[src/rtl/lp_tableau_arbiter_if.sv]
// Purpose: request/grant bundle between the LP cores, the tableau memory port and the arbiter.
// Latency: none, wires only.
// Backpressure: the memory port paces a burst through beat; stop aborts the current grant.
interface lp_tableau_arbiter_if #(
  parameter int NUM_REQ     = 4,
  parameter int LOG_NUM_REQ = 2,
  parameter int BURST_W     = 8
);
  logic [NUM_REQ-1:0]         req;
  logic [NUM_REQ*BURST_W-1:0] burst_len;
  logic                       beat;
  logic                       stop;
  logic [NUM_REQ-1:0]         gnt;
  logic [LOG_NUM_REQ-1:0]     mux_sel;
  logic [LOG_NUM_REQ-1:0]     demux_sel;
  logic                       demux_valid;
  logic                       busy;
  logic                       done;
  logic                       timeout;
  logic                       err;

  // Cores and memory port side: drives requests and beat/stop.
  modport master (
    output req, burst_len, beat, stop,
    input  gnt, mux_sel, demux_sel, demux_valid, busy, done, timeout, err
  );

  // Arbiter side.
  modport slave (
    input  req, burst_len, beat, stop,
    output gnt, mux_sel, demux_sel, demux_valid, busy, done, timeout, err
  );
endinterface

[src/rtl/lp_tableau_arbiter.sv]
// Purpose: round-robin arbiter sharing the tableau memory port among the LP cores, one burst per grant.
// Latency: grant 1 cycle after req is seen; read returns appear RD_LAT cycles after each beat.
// Backpressure: a burst advances only on beat; stop aborts it; the watchdog ends a grant idle for TIMEOUT cycles.
module lp_tableau_arbiter #(
  parameter int NUM_REQ     = 4,
  parameter int LOG_NUM_REQ = 2,
  parameter int BURST_W     = 8,
  parameter int RD_LAT      = 2,
  parameter int TIMEOUT     = 255
) (
  input logic                aclk,
  input logic                aresetn,
  lp_tableau_arbiter_if.slave io_bus
);
  // The watchdog never counts past TIMEOUT-1.
  localparam int WD_W = (TIMEOUT < 2) ? 1 : $clog2(TIMEOUT);

  typedef enum logic [0:0] {S_IDLE, S_GRANT} state_t;

  state_t                 r_state;
  state_t                 w_state_nxt;
  logic [LOG_NUM_REQ-1:0] r_last;
  logic [LOG_NUM_REQ-1:0] r_mux_sel;
  logic [NUM_REQ-1:0]     r_gnt;
  logic                   r_busy;
  logic                   r_done;
  logic                   r_timeout;
  logic                   r_err;
  logic [BURST_W-1:0]     r_beats_left;
  logic [WD_W-1:0]        r_wdog;
  logic [RD_LAT-1:0]      r_pv;
  logic [LOG_NUM_REQ-1:0] r_ps [RD_LAT];

  logic                   w_found;
  logic [LOG_NUM_REQ-1:0] w_idx;
  logic [LOG_NUM_REQ-1:0] w_cand;
  logic [BURST_W-1:0]     w_len_sel;
  logic                   w_start;
  logic                   w_fin_done;
  logic                   w_fin_to;
  logic                   w_fin_stop;
  logic                   w_beat_ok;

  assign w_beat_ok = io_bus.beat & r_busy;

  // Round-robin pick: first requesting core searching upward from last+1, wrapping.
  always_comb begin
    w_found = 1'b0;
    w_idx   = '0;
    w_cand  = '0;
    for (int k = 1; k <= NUM_REQ; k++) begin
      w_cand = LOG_NUM_REQ'((int'(r_last) + k) % NUM_REQ);
      if (!w_found && io_bus.req[w_cand]) begin
        w_found = 1'b1;
        w_idx   = w_cand;
      end
    end
  end

  // Burst length field of the core about to be granted.
  always_comb begin
    w_len_sel = '0;
    for (int i = 0; i < NUM_REQ; i++) begin
      if (w_idx == LOG_NUM_REQ'(i)) w_len_sel = io_bus.burst_len[i*BURST_W +: BURST_W];
    end
  end

  // State register.
  always_ff @(posedge aclk or negedge aresetn) begin
    if (!aresetn) r_state <= S_IDLE;
    else          r_state <= w_state_nxt;
  end

  // Next state and end-of-grant causes; stop outranks completion, completion outranks the watchdog.
  always_comb begin
    w_state_nxt = r_state;
    w_start     = 1'b0;
    w_fin_done  = 1'b0;
    w_fin_to    = 1'b0;
    w_fin_stop  = 1'b0;
    case (r_state)
      S_IDLE: begin
        if (!io_bus.stop && w_found) begin
          w_start     = 1'b1;
          w_state_nxt = S_GRANT;
        end
      end
      S_GRANT: begin
        if (io_bus.stop) begin
          w_fin_stop  = 1'b1;
          w_state_nxt = S_IDLE;
        end else if (io_bus.beat) begin
          if (r_beats_left == BURST_W'(1)) begin
            w_fin_done  = 1'b1;
            w_state_nxt = S_IDLE;
          end
        end else if (r_wdog == WD_W'(TIMEOUT - 1)) begin
          w_fin_to    = 1'b1;
          w_state_nxt = S_IDLE;
        end
      end
      default: w_state_nxt = S_IDLE;
    endcase
  end

  // Grant, beat counter, watchdog and status flags; mux_sel keeps the last granted core.
  always_ff @(posedge aclk or negedge aresetn) begin
    if (!aresetn) begin
      r_gnt        <= '0;
      r_mux_sel    <= '0;
      r_busy       <= 1'b0;
      r_done       <= 1'b0;
      r_timeout    <= 1'b0;
      r_err        <= 1'b0;
      r_beats_left <= '0;
      r_wdog       <= '0;
      r_last       <= LOG_NUM_REQ'(NUM_REQ - 1);
    end else begin
      r_done    <= w_fin_done;
      r_timeout <= w_fin_to;
      if (w_fin_to) r_err <= 1'b1;
      if (w_start) begin
        r_gnt        <= NUM_REQ'(1) << w_idx;
        r_mux_sel    <= w_idx;
        r_busy       <= 1'b1;
        r_beats_left <= (w_len_sel == '0) ? BURST_W'(1) : w_len_sel;
        r_wdog       <= '0;
        r_last       <= w_idx;
      end else if (w_fin_done || w_fin_to || w_fin_stop) begin
        r_gnt  <= '0;
        r_busy <= 1'b0;
      end else if (r_state == S_GRANT) begin
        if (io_bus.beat) begin
          r_beats_left <= r_beats_left - BURST_W'(1);
          r_wdog       <= '0;
        end else begin
          r_wdog <= r_wdog + WD_W'(1);
        end
      end
    end
  end

  // Read-return shift register; each sel stage only loads with a valid entry so the head holds its last core.
  always_ff @(posedge aclk or negedge aresetn) begin
    if (!aresetn) begin
      r_pv <= '0;
      for (int k = 0; k < RD_LAT; k++) r_ps[k] <= '0;
    end else begin
      r_pv[0] <= w_beat_ok;
      if (w_beat_ok) r_ps[0] <= r_mux_sel;
      for (int k = 1; k < RD_LAT; k++) begin
        r_pv[k] <= r_pv[k-1];
        if (r_pv[k-1]) r_ps[k] <= r_ps[k-1];
      end
    end
  end

  assign io_bus.gnt         = r_gnt;
  assign io_bus.mux_sel     = r_mux_sel;
  assign io_bus.demux_sel   = r_ps[RD_LAT-1];
  assign io_bus.demux_valid = r_pv[RD_LAT-1];
  assign io_bus.busy        = r_busy;
  assign io_bus.done        = r_done;
  assign io_bus.timeout     = r_timeout;
  assign io_bus.err         = r_err;
endmodule

[src/flat_wrapper.sv]
// flat-port wrapper written by rule: the top's interface ports become plain ports
module lp_tableau_arbiter_flat 
#(
  parameter int NUM_REQ     = 4,
  parameter int LOG_NUM_REQ = 2,
  parameter int BURST_W     = 8,
  parameter int RD_LAT      = 2,
  parameter int TIMEOUT     = 255
)
  (aclk, aresetn, io_bus_req, io_bus_burst_len, io_bus_beat, io_bus_stop, io_bus_gnt, io_bus_mux_sel, io_bus_demux_sel, io_bus_demux_valid, io_bus_busy, io_bus_done, io_bus_timeout, io_bus_err);
  lp_tableau_arbiter_if #(.NUM_REQ(NUM_REQ), .LOG_NUM_REQ(LOG_NUM_REQ), .BURST_W(BURST_W)) io_bus_i ();
  input logic aclk;
  input logic aresetn;
  input wire logic [$bits(io_bus_i.req)-1:0] io_bus_req;
  input wire logic [$bits(io_bus_i.burst_len)-1:0] io_bus_burst_len;
  input wire logic [$bits(io_bus_i.beat)-1:0] io_bus_beat;
  input wire logic [$bits(io_bus_i.stop)-1:0] io_bus_stop;
  output wire logic [$bits(io_bus_i.gnt)-1:0] io_bus_gnt;
  output wire logic [$bits(io_bus_i.mux_sel)-1:0] io_bus_mux_sel;
  output wire logic [$bits(io_bus_i.demux_sel)-1:0] io_bus_demux_sel;
  output wire logic [$bits(io_bus_i.demux_valid)-1:0] io_bus_demux_valid;
  output wire logic [$bits(io_bus_i.busy)-1:0] io_bus_busy;
  output wire logic [$bits(io_bus_i.done)-1:0] io_bus_done;
  output wire logic [$bits(io_bus_i.timeout)-1:0] io_bus_timeout;
  output wire logic [$bits(io_bus_i.err)-1:0] io_bus_err;
  assign io_bus_i.req = io_bus_req;
  assign io_bus_i.burst_len = io_bus_burst_len;
  assign io_bus_i.beat = io_bus_beat;
  assign io_bus_i.stop = io_bus_stop;
  assign io_bus_gnt = io_bus_i.gnt;
  assign io_bus_mux_sel = io_bus_i.mux_sel;
  assign io_bus_demux_sel = io_bus_i.demux_sel;
  assign io_bus_demux_valid = io_bus_i.demux_valid;
  assign io_bus_busy = io_bus_i.busy;
  assign io_bus_done = io_bus_i.done;
  assign io_bus_timeout = io_bus_i.timeout;
  assign io_bus_err = io_bus_i.err;
  lp_tableau_arbiter #(.NUM_REQ(NUM_REQ), .LOG_NUM_REQ(LOG_NUM_REQ), .BURST_W(BURST_W), .RD_LAT(RD_LAT), .TIMEOUT(TIMEOUT)) u_core (.aclk(aclk), .aresetn(aresetn), .io_bus(io_bus_i));
endmodule
[config.mk]
export PLATFORM = sky130hd
export DESIGN_NAME = lp_tableau_arbiter_flat
export DESIGN_NICKNAME = d
export VERILOG_FILES = /design/src/rtl/lp_tableau_arbiter_if.sv /design/src/rtl/lp_tableau_arbiter.sv /design/src/flat_wrapper.sv
export SDC_FILE = /design/constraint.sdc
export NUM_CORES = 1
export LEC_CHECK = 0
export BUFFER_PORTS_ARGS = -buffer_cell sky130_fd_sc_hd__buf_2
export CORE_MARGIN = 10
export CORE_UTILIZATION = 57
export CTS_CLUSTER_SIZE = 14
export DETAILED_ROUTE_END_ITERATION = 8
export PLACE_DENSITY = 0.94
export SLEW_MARGIN = 15
export SYNTH_ARGS = -nofsm -noshare
export SYNTH_HDL_FRONTEND = slang
export SYNTH_SLANG_ARGS = --single-unit
[constraint.sdc]
create_clock -name aclk -period 2.72 [get_ports aclk]
set_input_delay 0.408 -clock aclk [delete_from_list [all_inputs] [get_ports aclk]]
set_output_delay 0.408 -clock aclk [all_outputs]
set_load 0.02 [all_outputs]
==> metrics.md, run 1 <==
| Metric | Value |
|---|---|
| Status | `finished, final reports clean` |
| Worst r2r path cells | `7` |
| #FFs+latches synth | `35` |
| Fraction of registers with async set/reset | `100.0%` |
| CP bufs+invs | `0` |
| Achievable frequency | `0.4833 GHz` |
| Num rows | `21` |
| Pre-Repair DR Iteration Count | `4` |
| Top FF cell, synth | `dfrtp_1` |
| Wire per inst | `16.66 um` |
| Worst Skew | `0.01325 ns` |
| Routability Congestion | `0.9067` |
| Critical path endpoint | `u_core.r_beats_left[0]` |
| Most frequent cells in the layout | `buf_2, dfrtp_1, nor2_1` |
| Fin crit period | `2.069 ns` |
| CTS max path bufs | `2` |
| Most common cell after layout, fill and taps aside | `buf_2` |
| CTS tree | `built` |
| Mapped Avg Cell Area | `10.47 sq um` |
| Die Y | `about 80 um` |
| Postcts setup bufs | `0` |
| Worst slack, placed | `0.6745 ns` |
| Leakage | `1.176 nW` |
| Nature of the critical path startpoint | `flop` |
| Hold_buf cts | `0` |
| Worst-path clk slew | `0.11 ns` |
| Final HPWL DP | `around 3800 um` |
| Vias in the first global route | `1657` |
| Setup TNS Final | `0 ns` |
| Worst R2R Start | `u_core.r_last[0]` |
| GRT Util Overall | `15.60%` |
| Count of input and output buffers | `52` |
| RSZ-0062 raised after global routing | `false` |
| Critical Path Sink Type | `flop` |
| Residual DRC | `0` |
| Nets@finish | `293` |
| Pwr dens | `803.4 nW/um^2` |
| Top Family by Delay on Critical Path | `compound AO/OA/AOI/OAI gates` |
| Total gr overflow | `0` |
| Post-Synthesis Cells | `197` |
| Cell area after synthesis | `2062 sq um` |
| R2R Path End | `u_core.r_beats_left[0]` |
| # H-tree levels | `2` |
| Worst EP required | `2.98 ns` |
| # IOs | `53` |
| Total number of vias | `~1600` |
| Largest net degree at the start of global routing | `36` |
| Share of cells above drive strength 1 | `around 36%` |
| Final Util | `between 70% and 80%` |
| Initial core utilization | `60.37%` |
| Fillers | `227` |
| Skew-Pair Late Insertion Delay | `around 0.35 ns` |
| Root buf cell | `clkbuf_4` |
| Largest stage delay, worst path | `0.58 ns` |
| Crit path kind | `flop to flop` |
| Area grow syn2layout | `16.87%` |
| Routed WL | `4932 um` |
| Initial antenna violation count | `0` |
| CP max FO | `22` |
| Routed Antenna Nets | `0` |
| Worst Max-Slew Pin Slew | `0.7455 ns` |
| Period utilization | `76.07%` |
| DR iter-0 viols | `87` |
| Via density per instance | `around 5.6` |
| Max-slew violations | `0` |
| Final worst slack | `0.6510 ns` |
| Final setup vio count | `0` |
| Distinct cells, synth | `50` |
| Critical-path top delay cell | `dfstp_2` |
| WP data arrival | `2.33 ns` |
| Final hold vios | `0` |
| WP depth | `7` |
| Worst vdd ir | `316.1 uV` |
| EDFF count, synth | `0` |
| Reg2Reg Setup Slack | `between 0.6 and 0.7 ns` |
| Synthesis Warnings | `0` |
| Num CTS Buffers | `5` |
| Global-route wire length before repair | `around 8000 um` |
| Headroom to the max-slew limit | `50.30%` |
| Min-Delay Path Class | `input pin to async pin` |
| ANT cells | `0` |
| CTS sink cnt | `35` |
| Resize count post-CTS | `0` |
| Core ar. | `3416 sq um` |
| Register area share after synthesis | `42.60%` |
| Max Cap Viol | `0` |
| Crit. Startpoint | `u_core.r_last[0]` |
| Chip width | `around 80 um` |
| Net Count, Synth | `241` |
| Die area | `6423 sq um` |
| Pwr Total | `1.936 mW` |
| Crit-path cells | `nand2b_2, a21oi_2, a211o_4, mux2i_1, mux2_2, nand3_1, o21ai_1` |
## power breakdown
| part | switching, mW | internal [mW] | total [mW] | leakage, nW |
|---|---|---|---|---|
| clock network | 0.181 | 0.193 | 0.375 | 0.0452 |
| registers | 0.158 | 0.667 | 0.825 | 0.443 |
| logic | 0.409 | 0.328 | 0.736 | 0.688 |
| total | 0.748 | 1.19 | 1.94 | 1.18 |
## cells in the mapped netlist, drive strengths merged (2+ instances only)
| master | count | area, sq um |
|---|---|---|
| o21ai | 10 | 50.04 |
| xor2 | 6 | 52.55 |
| dfstp | 2 | 52.55 |
| nor2 | 21 | 78.83 |
| a21oi | 7 | 38.79 |
| nand4 | 4 | 40.04 |
| mux2i | 19 | 190.2 |
| nand2b | 3 | 21.27 |
| mux2 | 9 | 101.4 |
| dfrtp | 33 | 825.8 |
| nor4 | 3 | 48.80 |
| or2 | 3 | 18.77 |
| ha | 4 | 50.05 |
| xnor2 | 5 | 43.79 |
| and2 | 2 | 15.02 |
| inv | 9 | 33.78 |
| a211oi | 2 | 20.02 |
| nand2 | 17 | 71.32 |
| clkbuf | 2 | 7.510 |
| buf | 7 | 58.80 |
| nor3 | 6 | 30.03 |
| or3 | 3 | 23.77 |
| nand3 | 7 | 40.04 |
## kinds of logic after synthesis
family / Yosys count / share of synthesized area (%)
buffers and inverters: 18 / 4.854
muxes: 28 / 14.14
xor gates and xnor gates: 11 / 4.672
AOI/OAI and AO/OA: 30 / 11.77
DFF: 35 / 42.60
adders and majority gates: 4 / 2.427
and+or+nand+nor: 71 / 19.54
## state kept, by name, indices dropped and copies added (netlist names)
| signal | count |
|---|---|
| u_core.io_bus.demux_sel | 2 |
| u_core.io_bus.done | 1 |
| u_core.r_last | 2 |
| u_core.io_bus.err | 1 |
| u_core.io_bus.gnt | 4 |
| u_core.r_wdog | 8 |
| u_core.r_pv | 2 |
| u_core.r_beats_left | 8 |
| u_core.r_ps | 2 |
| u_core.io_bus.timeout | 1 |
| u_core.io_bus.mux_sel | 2 |
| u_core.r_state | 1 |
| u_core.io_bus.busy | 1 |
## layer usage
metal	wire [um]	part of all wire [%]	vias to the layer above	track usage (%)
met5	0	0	-	0
li1	-	-	796	-
met1	1965	40	791	17.64
met4	67	1.4	0	5.458
met2	2609	53	47	27.37
met3	290	5.9	10	4.343
## worst min-delay path by stage
stage	start	endpoint	slack (ns)	cells after the start
finish	aresetn	u_core.r_beats_left[4]	0.11	1
CTS	aresetn	u_core.r_beats_left[4]	0.13	1
floorplan	aresetn	u_core.io_bus.busy	0.11	0
global placement	u_core.r_pv[0]	u_core.r_pv[1]	0.41	0
detailed placement	u_core.r_pv[0]	u_core.r_pv[1]	0.41	0
global route	aresetn	u_core.r_beats_left[4]	0.16	1
## per-stage QoR
stage | hold WS (ns) | cells | cell area [sq um]
3_3_place_gp | 0.4116 | 288 | 2328
5_1_grt | 0.1597 | 296 | 2410
6_report | 0.1091 | 296 | 2410
3_5_place_dp | 0.4137 | 288 | 2328
4_1_cts | 0.1305 | 296 | 2410
2_1_floorplan | 0.1124 | 197 | 2062
## layout make-up
| class | count | area [sq um] | area share [%] |
|---|---|---|---|
| well taps | 46 | 57.56 | 2.388 |
| repair buffers | 54 | 275.3 | 11.42 |
| inverters | 9 | 33.78 | 1.402 |
| clock inverters | 3 | 43.79 | 1.817 |
| multi-input cells | 144 | 1084 | 44.96 |
| flip-flops and latches | 35 | 878.3 | 36.45 |
| clock buffers | 5 | 37.54 | 1.558 |
Power figures use the tool's default switching activity.
==> run 2, diff against run 1 <==
Settings changed: ABC_AREA from default to 1, CORE_UTILIZATION 57 to 54, PLACE_DENSITY 0.94 to 0.89.
Clock period 2.72 ns to 2 ns, I/O delays scaled along.
==> metrics.md, run 2 <==
| Metric | Value |
|---|---|
| Top Family by Delay on Critical Path | `simple AND/OR/NAND/NOR gates` |
| Most frequent cells in the layout | `nand2_1, buf_2, dfrtp_1` |
| Global-route wire length before repair | `10520 um (+33%)` |
| Crit. Startpoint | `u_core.r_last[0]` |
| Final hold vios | `0 (unchanged)` |
| Routability Congestion | `0.8787 (-3.1%)` |
| Post-synth top area cell | `dfrtp_1` |
| Min-Delay Path Class | `input pin to async pin` |
| Pre-Repair DR Iteration Count | `4 (unchanged)` |
| Root buf cell | `clkbuf_8` |
| EDFF count, synth | `0 (unchanged)` |
| Post-Synthesis Cells | `303 (+54%)` |
| Failing checks | `negative setup slack` |
| WP data arrival | `2.58 ns (+0.25 ns)` |
| Critical-path top delay cell | `dfstp_2` |
| Pwr dens | `1963 nW/um^2 (+140%)` |
| Total gr overflow | `0 (unchanged)` |
| Top post-synthesis cells by count | `nand2_1, dfrtp_1, nand3_1` |
| DR iter-0 viols | `123 (+41%)` |
| Cell area after synthesis | `2277 sq um (+10%)` |
| Fin crit period | `2.338 ns (+0.2687 ns)` |
| Largest net degree at the start of global routing | `36 (unchanged)` |
| Worst-path clk slew | `0.09 ns (-0.02 ns)` |
| Die area | `7215 sq um (+12%)` |
| Vias in the first global route | `2362 (+43%)` |
| Initial core utilization | `56.52% (-3.8 points)` |
| # IOs | `53 (unchanged)` |
| Final Util | `76.96% (+6.4 points)` |
| Worst vdd ir | `1563 uV (+390%)` |
| GRT Util Overall | `17.27% (+1.7 points)` |
| Die Y | `84.94 um (+6.0%)` |
| Synth area leaders | `dfrtp_1, nand2_1, nand3_1, inv_1, o21ai_0` |
| Chip width | `84.94 um (+6.0%)` |
| Worst R2R Start | `u_core.r_last[0]` |
| Largest stage delay, worst path | `0.65 ns (+0.07 ns)` |
| Nets@finish | `428 (+46%)` |
| Residual DRC | `0 (unchanged)` |
| Count of input and output buffers | `52 (unchanged)` |
| Top-count cell post-synth | `nand2_1` |
| Routed WL | `6735 um (+37%)` |
| Worst EP required | `2.24 ns (-0.74 ns)` |
| Headroom to the max-slew limit | `48.38% (-1.9 points)` |
| Skew-Pair Late Insertion Delay | `0.30 ns (-0.05 ns)` |
| Status | `finished, violations left` |
| Fraction of registers with async set/reset | `100.0% (unchanged)` |
| Top FF cell, synth | `dfrtp_1` |
| Num rows | `23 (+9.5%)` |
| Wire per inst | `15.48 um (-7.1%)` |
| Net Count, Synth | `347 (+44%)` |
| Achievable frequency | `0.4278 GHz (-11%)` |
| Num CTS Buffers | `5 (unchanged)` |
| Area grow syn2layout | `36.15%` |
| CP max FO | `8 (-64%)` |
| Period utilization | `116.9% (+41 points)` |
| Crit path kind | `flop to flop` |
| Via density per instance | `5.432 (-2.2%)` |
| Share of cells above drive strength 1 | `41.56% (+6.0 points)` |
| Final setup vio count | `23 (+23)` |
| # H-tree levels | `2 (unchanged)` |
| Max Cap Viol | `0 (unchanged)` |
| Routed Antenna Nets | `0 (unchanged)` |
| Initial antenna violation count | `0 (unchanged)` |
| Final HPWL DP | `4515 um (+18%)` |
| CP most frequent cell | `nand2_1` |
| Mapped Avg Cell Area | `7.515 sq um (-28%)` |
| Worst Max-Slew Pin Slew | `0.7743 ns (+0.02879 ns)` |
| Fillers | `268 (+18%)` |
| Register area share after synthesis | `38.57% (-4.0 points)` |
| Leakage | `1.610 nW (+37%)` |
| CTS sink cnt | `35 (unchanged)` |
| Max-slew violations | `0 (unchanged)` |
| Distinct cells, synth | `39 (-22%)` |
| Total number of vias | `2363 (+44%)` |
| CTS tree | `built` |
| Most common cell after layout, fill and taps aside | `nand2_1` |
| ANT cells | `0 (unchanged)` |
| Final worst slack | `-0.3376 ns (-0.9887 ns)` |
| Worst Skew | `0.01257 ns (-0.0006779 ns)` |
| DP Area | `2701 sq um (+16%)` |
| Core ar. | `4029 sq um (+18%)` |
| RSZ-0062 raised after global routing | `true` |
| Area share of the largest cell type after synthesis | `36.26% (-3.8 points)` |
| CP bufs+invs | `3 (+3)` |
| Crit-path cells | `nand2_1, nand2_2, nand2_4, nand2_4, nor2_1, nor2_1, nand2_2, nand2_4, inv_4, buf_4, buf_4, nand3_1, nand4_1, nor2_1, nand2_1, nand2_1, nand2_1, nand2_1` |
| #FFs+latches synth | `35 (unchanged)` |
| Synthesis Warnings | `0 (unchanged)` |
| Nature of the critical path startpoint | `flop` |
| Critical Path Sink Type | `flop` |
| Final Instance Area | `3100 sq um (+29%)` |
| CTS max path bufs | `2 (unchanged)` |
-- run 2: power breakdown --
part / internal (mW) / switching (mW) / total, mW
Sequential: 0.958 / 0.198 / 1.16
Combinational: 1.78 / 2.47 / 4.26
Clock: 0.378 / 0.295 / 0.673
-- run 2: repair_timing --
action / in CTS / in global routing
pin swaps: 12 / 14
hold buffers: 0 / 0
resized for setup: 32 / 28
setup buffers: 5 / 6
endpoints found under the setup margin: 22 / 25
-- run 2: layout make-up --
type                       instances  area [sq um]  area share [%]
sequential                        35         878.3           28.33
clock inverter                     3         47.55           1.533
multi-input combinational        225          1373           44.27
clock buffer                       5         68.82           2.220
timing repair buffer              83         528.0           17.03
tap                               50         62.56           2.018
inverter                          34         142.6           4.600
-- run 2: worst paths after layout --
check | end | slack [ns] | cells past startpoint
setup / recovery | u_core.r_beats_left[0] | -0.34 | 18
hold / removal | u_core.io_bus.mux_sel[0] | 0.07 | 1
setup reg to reg | u_core.r_beats_left[0] | -0.34 | 18
hold reg to reg | u_core.r_pv[1] | 0.43 | 0
max in group asynchronous | u_core.r_wdog[7] | 1.43 | 1
min in group aclk | u_core.io_bus.done | 0.27 | 2
-- run 2: stage by stage --
stage               std cells  TNS (ns)  hold slack [ns]  setup WS [ns]  power, mW
global placement          416    -1.466           0.4019        -0.2081      4.331
detailed placement        416    -2.856           0.4082        -0.2507      4.428
finish                    435    -4.521          0.07072        -0.3376      6.086
global route              435    -7.844           0.1240        -0.4909      6.529
floorplan                 303   -0.1961         0.004409       -0.03875      3.462
CTS                       429    -2.468          0.09901        -0.2303      5.550
-- run 2: kinds of logic (layout without fill, tap and decap cells) --
logic type               count (synthesis)  after routing  synth area share (%)
AO/OA/AOI/OAI                           41             41                 9.945
XOR/XNOR                                 8              8                 3.077
adder cells (fa/ha/maj)                  4              4                 2.198
buffers and inverters                   43            125                 8.956
flip-flops                              35             35                 38.57
multiplexers                             2              2                0.9889
AND/OR/NAND/NOR                        170            170                 36.26
-- run 2: metal layers --
| layer | vias to the layer above | wire length, um | share of wire, % | global-route usage, % |
|---|---|---|---|---|
| met3 | 26 | 439 | 6.5 | 5.067 |
| met1 | 1082 | 2706 | 40 | 19.19 |
| met5 | - | 0 | 0 | 0 |
| met4 | 0 | 312 | 4.6 | 10.33 |
| li1 | 1159 | - | - | - |
| met2 | 96 | 3276 | 49 | 28.47 |
==> run 3, diff against run 2 <==
--- a/config.mk
+++ b/config.mk
@@ -9,2 +9,3 @@
 export BUFFER_PORTS_ARGS = -buffer_cell sky130_fd_sc_hd__buf_2
+export CAP_MARGIN = 20
 export CORE_MARGIN = 10
@@ -14,2 +15,3 @@
 export PLACE_DENSITY = 0.89
+export REMOVE_ABC_BUFFERS = 1
 export SLEW_MARGIN = 15
==> constraint.sdc (replaced) <==
create_clock -name aclk -period 2 [get_ports aclk]
set_input_delay 0.1 -clock aclk [delete_from_list [all_inputs] [get_ports aclk]]
set_output_delay 0.1 -clock aclk [all_outputs]
set_load 0.02 [all_outputs]
==> metrics.md, run 3 (synthesis results as in run 2) <==
| Metric | Value |
|---|---|
| Pre-Repair DR Iteration Count | `5 (+1)` |
| Routed WL | `7660 um (+14%)` |
| ANT cells | `0 (unchanged)` |
| # H-tree levels | `2 (unchanged)` |
| Largest stage delay, worst path | `0.56 ns (-0.09 ns)` |
| Critical-path top delay cell | `dfstp_2` |
| CP bufs+invs | `4 (+1)` |
| CP most frequent cell | `nand2_1` |
| Initial core utilization | `56.52% (unchanged)` |
| WP data arrival | `2.78 ns (+0.20 ns)` |
| Die Y | `84.94 um (unchanged)` |
| Crit path kind | `flop to flop` |
| Max Used Layer | `met4` |
| Status | `finished, violations left` |
| Largest net degree at the start of global routing | `36 (unchanged)` |
| Pwr Total | `6.575 mW (+8.0%)` |
| Worst Skew | `0.006868 ns (-0.005702 ns)` |
| Vias in the first global route | `2507 (+6.1%)` |
| Max-slew violations | `0 (unchanged)` |
| Routability Congestion | `0.9383 (+6.8%)` |
| Critical Path Sink Type | `flop` |
| Residual DRC | `0 (unchanged)` |
| Headroom to the max-slew limit | `47.78% (-0.60 points)` |
| Top Family by Delay on Critical Path | `simple AND/OR/NAND/NOR gates` |
| CP max FO | `11 (+3)` |
| Initial antenna violation count | `0 (unchanged)` |
| Leakage | `1.701 nW (+5.6%)` |
| Area grow syn2layout | `45.11%` |
| Die area | `7215 sq um (unchanged)` |
| CTS tree | `built` |
| CTS sink cnt | `35 (unchanged)` |
| Achievable frequency | `0.3944 GHz (-7.8%)` |
| Global-route wire length before repair | `10980 um (+4.4%)` |
| DR iter-0 viols | `141 (+15%)` |
| Max Cap Viol | `0 (unchanged)` |
| Total gr overflow | `0 (unchanged)` |
| # IOs | `53 (unchanged)` |
| Final setup vio count | `26 (+13%)` |
| Skew-Pair Late Insertion Delay | `0.30 ns (about the same)` |
| Count of input and output buffers | `52 (unchanged)` |
| Hold slack | `0.08589 ns (+0.01517 ns)` |
| DP Area | `2721 sq um (+0.74%)` |
| Nets@finish | `440 (+2.8%)` |
| Worst Max-Slew Pin Slew | `0.7833 ns (+0.009033 ns)` |
| Num rows | `23 (unchanged)` |
| Min-Delay Path Class | `input pin to flop` |
| Chip width | `84.94 um (unchanged)` |
| Num CTS Buffers | `5 (unchanged)` |
| Nature of the critical path startpoint | `flop` |
| Final HPWL DP | `4657 um (+3.2%)` |
| Wire per inst | `17.14 um (+11%)` |
| Final worst slack | `-0.5353 ns (-0.1977 ns)` |
| Root buf cell | `clkbuf_8` |
| Core ar. | `4029 sq um (unchanged)` |
| Met3 Routed Length | `654 um (+49%)` |
| Period utilization | `126.8% (+9.9 points)` |
| Met1 WL | `2964 um (+9.5%)` |
| Final hold vios | `0 (unchanged)` |
| CTS max path bufs | `2 (unchanged)` |
| Worst EP required | `2.24 ns (about the same)` |
| Failing checks | `negative setup slack` |
| Via density per instance | `5.711 (+5.1%)` |
| RSZ-0062 raised after global routing | `true` |
| Most frequent cells in the layout | `nand2_1, buf_2, dfrtp_1` |
| Crit-path cells | `buf_6, inv_6, nand2_2, nand2_2, nand2_2, nand2_1, nand2_1, nand2_1, inv_1, nand2_4, buf_8, nand3_1, nand3_2, nor2_1, nand2_1, nor2_1, nand2_1, nand2_1, nand2_1, nand2_1` |
| Routed Antenna Nets | `0 (unchanged)` |
| Fin crit period | `2.535 ns (+0.1977 ns)` |
| Pwr dens | `1990 nW/um^2 (+1.4%)` |
| WL met2 | `3690 um (+13%)` |
| Total number of vias | `2553 (+8.0%)` |
| Worst-path clk slew | `0.08 ns (about the same)` |
| GRT Util Overall | `17.99% (+0.73 points)` |
| Final Instance Area | `3304 sq um (+6.6%)` |
| Worst vdd ir | `1630 uV (+4.3%)` |
| Share of cells above drive strength 1 | `47.10% (+5.5 points)` |
[run 3: cell count changes in the layout (fill, tap and decap cells not counted), moves of 3 or more]
| cell | delta |
|---|---|
| o21ai_0 | -3 |
| buf_6 | +3 |
| nand3_1 | -5 |
| nand3_2 | +3 |
| a21oi_1 | +4 |
| o21ai_2 | +5 |
| clkinv_2 | +3 |
| nand2_1 | -7 |
| a21oi_2 | -4 |
| nand2_2 | +7 |
[run 3: routing by layer]
metal  track usage, %  vias to the layer above
met4            6.886                        0
met3            6.310                       34
met5                0                        -
met1            20.21                     1196
met2            30.45                      141
li1                 -                     1182
[run 3: what timing repair did]
item	in CTS	in global routing
endpoints found under the hold margin	33	0
pin swaps	6	23
gates cloned	2	1
gates resized for setup	45	51
buffers inserted	8	11
setup endpoints to repair	24	26
hold buffers	1	0
[run 3: area by class of cell]
| class | instances | area (sq um) |
|---|---|---|
| multi-input combinational | 225 | 1450 |
| sequential | 35 | 878.3 |
| fill | 223 | 724.4 |
| timing repair buffer | 93 | 666.9 |
| inverter | 34 | 152.6 |
| clock buffer | 5 | 68.82 |
| tap | 50 | 62.56 |
| clock inverter | 3 | 15.01 |
| timing repair inverter | 2 | 10.01 |
[run 3: path summary, 6_finish.rpt]
kind	startpoint	end	slack, ns	cells past startpoint
max in group asynchronous	aresetn	u_core.r_beats_left[4]	1.08	2
worst max-delay path	u_core.r_last[0]	u_core.r_beats_left[0]	-0.54	20
worst max register to register	u_core.r_last[0]	u_core.r_beats_left[0]	-0.54	20
worst min register to register	u_core.r_pv[0]	u_core.r_pv[1]	0.43	0
worst min-delay path	io_bus_stop	u_core.io_bus.done	0.09	2
min in group asynchronous	aresetn	u_core.r_pv[0]	0.42	2
[run 3: stage by stage]
step	setup TNS, ns	cells	worst slack (ns)	utilization (%)
2_1_floorplan	-5.465	294	-0.3271	-
3_3_place_gp	-2.314	418	-0.2261	67.55
3_5_place_dp	-4.136	418	-0.2886	67.55
4_1_cts	-3.001	437	-0.2409	74.38
5_1_grt	-8.934	447	-0.6205	82.02
6_report	-6.009	447	-0.5353	82.02
[run 3: power breakdown]
part | total [mW] | internal (mW) | switching [mW]
logic | 4.91 | 2.06 | 2.85
clock network | 0.513 | 0.238 | 0.275
registers | 1.15 | 0.958 | 0.193
